$ cat config.mk
export PLATFORM = sky130hd
export DESIGN_NAME = btn_debounce_bank
export DESIGN_NICKNAME = d
export VERILOG_FILES = /design/src/rtl/btn_debounce_bank.sv
export SDC_FILE = /design/constraint.sdc
export NUM_CORES = 1
export LEC_CHECK = 0
export CAP_MARGIN = 20
export CELL_PAD_IN_SITES_DETAIL_PLACEMENT = 0
export CELL_PAD_IN_SITES_GLOBAL_PLACEMENT = 2
export CORE_MARGIN = 5
export CORE_UTILIZATION = 39
export CTS_BUF_LIST = sky130_fd_sc_hd__clkbuf_16
export CTS_CLUSTER_SIZE = 25
export DETAILED_ROUTE_END_ITERATION = 10
export PLACE_DENSITY = 0.77
export SLEW_MARGIN = 20
export SYNTH_ARGS = -nofsm -noshare
export SYNTH_HDL_FRONTEND = slang
export SYNTH_SLANG_ARGS = --single-unit
$ cat constraint.sdc
create_clock -name clk -period 3.6 [get_ports clk]
set_input_delay 0.72 -clock clk [delete_from_list [all_inputs] [get_ports clk]]
set_output_delay 0.72 -clock clk [all_outputs]
set_load 0.03 [all_outputs]
$ cat src/rtl/btn_debounce_bank.sv
// Purpose: N_CH independent button debouncers with press/release pulses and toggles.
// Latency: a clean input change reaches btn_level STL_CYCLES+1 edges after it is first sampled.
// Backpressure: none; the outputs are free-running status with no handshake.
//
// Ports:
//   clk         - single clock, all state updates on its rising edge
//   rst         - asynchronous active-high reset
//   btn_in      - raw asynchronous button pins, 1 = pressed
//   btn_level   - debounced stable level per channel
//   btn_press   - one-cycle pulse on each debounced 0->1 transition
//   btn_release - one-cycle pulse on each debounced 1->0 transition
//   btn_toggle  - level that inverts on every debounced press
//   btn_any     - OR of btn_press across channels, same cycle
module btn_debounce_bank #(
    parameter int N_CH       = 4,
    parameter int STL_CYCLES = 500000,
    parameter int CNT_W      = 19
) (
    input  logic            clk,
    input  logic            rst,
    input  logic [N_CH-1:0] btn_in,
    output logic [N_CH-1:0] btn_level,
    output logic [N_CH-1:0] btn_press,
    output logic [N_CH-1:0] btn_release,
    output logic [N_CH-1:0] btn_toggle,
    output logic            btn_any
);

    localparam logic [CNT_W-1:0] CNT_MAX = CNT_W'(STL_CYCLES - 1);

    logic [N_CH-1:0]  sync1;
    logic [N_CH-1:0]  sync2;
    logic [N_CH-1:0]  s;
    logic [CNT_W-1:0] cnt [N_CH];

    always_ff @(posedge clk or posedge rst) begin
        if (rst) begin
            sync1       <= '0;
            sync2       <= '0;
            s           <= '0;
            btn_press   <= '0;
            btn_release <= '0;
            btn_toggle  <= '0;
            for (int i = 0; i < N_CH; i++) begin
                cnt[i] <= '0;
            end
        end else begin
            sync1 <= btn_in;
            sync2 <= sync1;
            for (int i = 0; i < N_CH; i++) begin
                btn_press[i]   <= 1'b0;
                btn_release[i] <= 1'b0;
                if (sync2[i] == s[i]) begin
                    // Input agrees with the stable state: any bounce restarts settling.
                    cnt[i] <= '0;
                end else if (cnt[i] >= CNT_MAX) begin
                    // Settled long enough; commit and fire the edge pulses on the same edge.
                    cnt[i]         <= '0;
                    s[i]           <= sync2[i];
                    btn_press[i]   <= sync2[i];
                    btn_release[i] <= ~sync2[i];
                    if (sync2[i]) begin
                        btn_toggle[i] <= ~btn_toggle[i];
                    end
                end else begin
                    cnt[i] <= cnt[i] + 1'b1;
                end
            end
        end
    end

    assign btn_level = s;
    assign btn_any   = |btn_press;

endmodule

After elaboration in Yosys (flattened, before gate mapping)
Cells that the tools add are included.
W data, S select, Z words.

word-level totals
  bits in registers = 100
  output and inout port bits = 17

operators by class
  add/sub/neg operators = 4
  $lt $le $gt $ge = 4
  equal/unequal tests = 4
  muxes and demuxes = 24
  bitwise logic cells = 12
  reductions and logical operators = 9

operators with widths
  kind                     count
  $mux W19                 8
  $add A19 B1 Y19 const B  4
  $ge A19 B19 Y1 const B   4
  $mux W1                  16
  $not A1 Y1               12
  $reduce_and A3 Y1        4
  $reduce_and A2 Y1        4
  $eq A1 B1 Y1             4
  $reduce_or A4 Y1         1

Logic depth before layout (Yosys ltp)
  depth in word-level cells = 3
  depth in mapped cells = 8

Worst setup path before layout
Ideal clock, no wire load.

  path kind = reg-to-reg
  start point = register cnt[30] (netlist name)
  end point = register s[2] (netlist: btn_level[2])
  setup time = 125 ps
  data arrival time = 1,867 ps
  path slack = 1,608 ps
  stages on the path, launching flop included = 6
  buffers on the path = 0
  cell sequence = dfrtp_1 -> or2_2 -> nor4b_1 -> o21ai_0 -> a211oi_1 -> mux2_2

between the ends
  word-level cells in the longest chain between the ends = 2

ends and longest elaborated chain
  item                                line  text
  from (decl)                         34    logic [CNT_W-1:0] cnt [N_CH];
  from (signal, indexed assignment)   66    cnt[i] <= cnt[i] + 1'b1;
  $ge A19 B19 Y1                      56    end else if (cnt[i] >= CNT_MAX) begin
  $reduce_and A2 Y1 (no source line)  --
  to (signal, indexed assignment)     59    s[i] <= sync2[i];
  to (decl)                           33    logic [N_CH-1:0] s;

Every way passes these cells.
A chain may end at the register's enable or synchronous reset.

Final worst setup path
  start point = register btn_press[1]
  end point = output port btn_any

between the ends
  word-level cells in the longest chain between the ends = 1

ends and longest elaborated chain
  item                               line  text
  from (decl)                        23    output logic [N_CH-1:0] btn_press,
  from (signal, indexed assignment)  60    btn_press[i] <= sync2[i];
  $reduce_or A4 Y1                   73    assign btn_any = |btn_press;
  to (decl)                          26    output logic btn_any

Every way passes these cells.

==> flow_summary.yaml <==
critical_path:
  r2r-end: "btn_level[2]"
  cp.arrival_ns: 1.82
  startpoint_type: "register"
  crit_type: "reg -> out"
  crit-reg2reg-launch: "cnt[30]"
  reg2regPathDepth: 5
  cp_data_required_time_ns: 2.88
  critical-path-top-delay-family: "buffers and inverters"
  end_kind: "output pin"
  critPathSlowestCell: "clkdlybuf4s50_1"
  crit_cells: 2
  cpPeakStageDelay_ns: 0.60
  worstPathCellList: "or4_1 > clkdlybuf4s50_1"
  rrSetupSlack_ns: 1.32
  critPathBufInv: 1
  crit_fanout: 2
global_route:
  grt_max_degree: 61
  grt_remaining_overflow: 0
  grt_first_pass_wirelength_um: 15010
  grt_antenna_before_repair: 0
  grt_pass1_vias: 3106
  grt_use_total_pct: 12.97
timing:
  grt_setup_unrepaired: "no"
  setup_viol: 0
  post-route-min-period_ns: 2.538
  max-slew-margin-rel_pct: 48.83
  fmax_mhz: 394.0
  slew_violations: 0
  hold_violations: 0
  finClkSkew_ns: 0.006865
  period_share_pct: 70.51
  finalSetupTns_ns: 0
  worst_slew_pin_slew_ns: 0.7676
logic_synthesis:
  syn_inst: 456
  synth_area_leaders: "dfrtp_1 (54%), xor2_1 (8.0%), nor2_1 (7.5%), xnor2_1 (4.7%), nand3_1 (3.1%)"
  synthArstFlopShare_pct: 100.0
  synth_top_cell_by_area: "dfrtp_1"
  synth_nets: 470
  syn_avg_cell_area_um2: 10.14
  ys_seq_area_share_pct: 54.11
  ys_types: 44
  syn_area_um2: 4624
  synth_edf_count: 0
  synth-seq-cells: 100
  yosysTopAreaCellShare_pct: 54.11
  synth_ff_type: "dfrtp_1"
  synth_warnings: 0
final_layout:
  stdcell_count: 632
  seq_area_um2: 2502
  multi_input_area_um2: 2008
  layout.nets: 499
  insertedDiodeCount: 0
  final_common_cell: "dfrtp_1"
  layout-drive-gt1-share_pct: 4.703
  utilization_pct: 46.13
  num-fill-cells: 1105
  syn_to_final_growth_pct: 14.88
  final_cell_mix: "dfrtp_1 (100), nor2_1 (92), xor2_1 (42)"
cts:
  cts_sinks: 100
  htree_levels: 3
  cts_tree: "done"
  numCtsBuffers: 9
  clock_latency_ns: 0.34
  clkSlewWorstSetupHoldPaths_ns: 0.06
  cts_resized: 0
  cts_root_buf: "clkbuf_16"
  cts_hold_repair.buffers: 0
  clockBufferDepth: 2
  post-cts-setup-buffers: 0
routing:
  drt-total-wl_um: 8556
  vias: 3178
  drc: 0
  wl_per_cell_um: 13.54
  drt_iter0_drc: 136
  ant_nets: 0
  routed_via_density: 5.028
  dr.pass1.iters: 4
floorplan:
  dieArea_um2: 14130
  rows: 39
  ioPinCount: 23
  dieHeight_um: 118.9
  dieWidth_um: 118.9
  core-area_um2: 11520
  start_util_pct: 40.16
job:
  drv_cap: 0
hold_path:
  min_to: "sync2[0]"
  min_path_cells: 0
  hold_class: "reg -> reg"
  hp-start: "sync1[0]"
pwr:
  p_leak_uw: 0.002330
  p_per_area_nw_per_um2: 420.2
  ir_worst_vdd_v: 0.0002598
placed_design:
  place_congestion: 0.7398
  io_buffers: 22
  dp_cells: 617
  dp_hpwl_um: 5862
run_status:
  status: "finished clean"
metrics by stage:
step	hold WS [ns]	instance area [um^2]	power [uW]	setup WS, ns
2_1_floorplan	0.3312	4624	1227	0.2612
3_3_place_gp	0.3329	5007	1250	1.355
3_5_place_dp	0.3393	5007	1252	1.323
4_1_cts	0.3557	5313	2273	1.032
5_1_grt	0.3676	5313	2333	0.9811
6_report	0.3534	5313	2233	1.062
worst reg2reg max path, delay by kind of cell (launching register included):
kind | cells | cell delay (ns)
AOI/OAI and AO/OA | 2 | 0.64
and+or+nand+nor | 2 | 0.73
DFF | 1 | 0.42
muxes | 1 | 0.38
synthesized netlist by cell type, types with 3 or more instances:
library cell,count
nand4_1,14
o21ai_0,5
xor2_1,42
o211ai_1,5
and2_1,7
a21oi_1,7
nor4_1,6
and3_1,8
nand2_1,31
inv_1,16
ha_1,8
nor3b_1,4
dfrtp_1,100
nor3_1,14
xnor2_1,25
nand3_1,29
or2_2,3
and4_1,7
nor2_1,92
flip-flops by register name, indices dropped and copies added, names as in the netlist:
register and flops:
btn_level 4, btn_press 4, btn_release 4, btn_toggle 4, cnt 76, sync1 4
sync2 4
power breakdown:
group          total (uW)  switching (uW)  internal, uW
Combinational        74.0            50.6          23.4
Clock                1010             406           599
Sequential           1150            14.6          1140
how the worst max path moves through the flow:
| stage | from | to | slack, ns |
|---|---|---|---|
| 2_1_floorplan | rst | btn_level[0] | 0.26 |
| 3_3_place_gp | cnt[30] | btn_level[2] | 1.35 |
| 3_5_place_dp | cnt[30] | btn_level[2] | 1.32 |
| 4_1_cts | btn_press[1] | btn_any | 1.03 |
| 5_1_grt | btn_press[0] | btn_any | 0.98 |
| 6_report | btn_press[1] | btn_any | 1.06 |
kinds of logic after synthesis:
kind of cell | after synthesis | synth area share [%]
compound gates | 29 | 4.248
xor+xnor | 67 | 12.69
fa+ha+maj | 8 | 2.165
buf+inv | 23 | 2.462
flops | 100 | 54.11
mux | 4 | 0.9199
simple gates | 225 | 23.40
metal layers:
metal	share of wire (%)	up-vias	GRT usage (%)
li1	-	1600	-
met1	49	1542	17.13
met2	48	28	20.82
met5	0	-	0
met4	1.1	0	4.779
met3	2.5	8	3.175
cell type report:
class | count | area share, %
Timing Repair Buffer | 25 | 4.805
Inverter | 16 | 1.178
Multi-Input combinational cell | 333 | 37.80
Tap cell | 143 | 3.368
Clock inverter | 6 | 1.507
Clock buffer | 9 | 4.239
Sequential cell | 100 | 47.10
No activity file was read; power rests on OpenSTA's default activity.
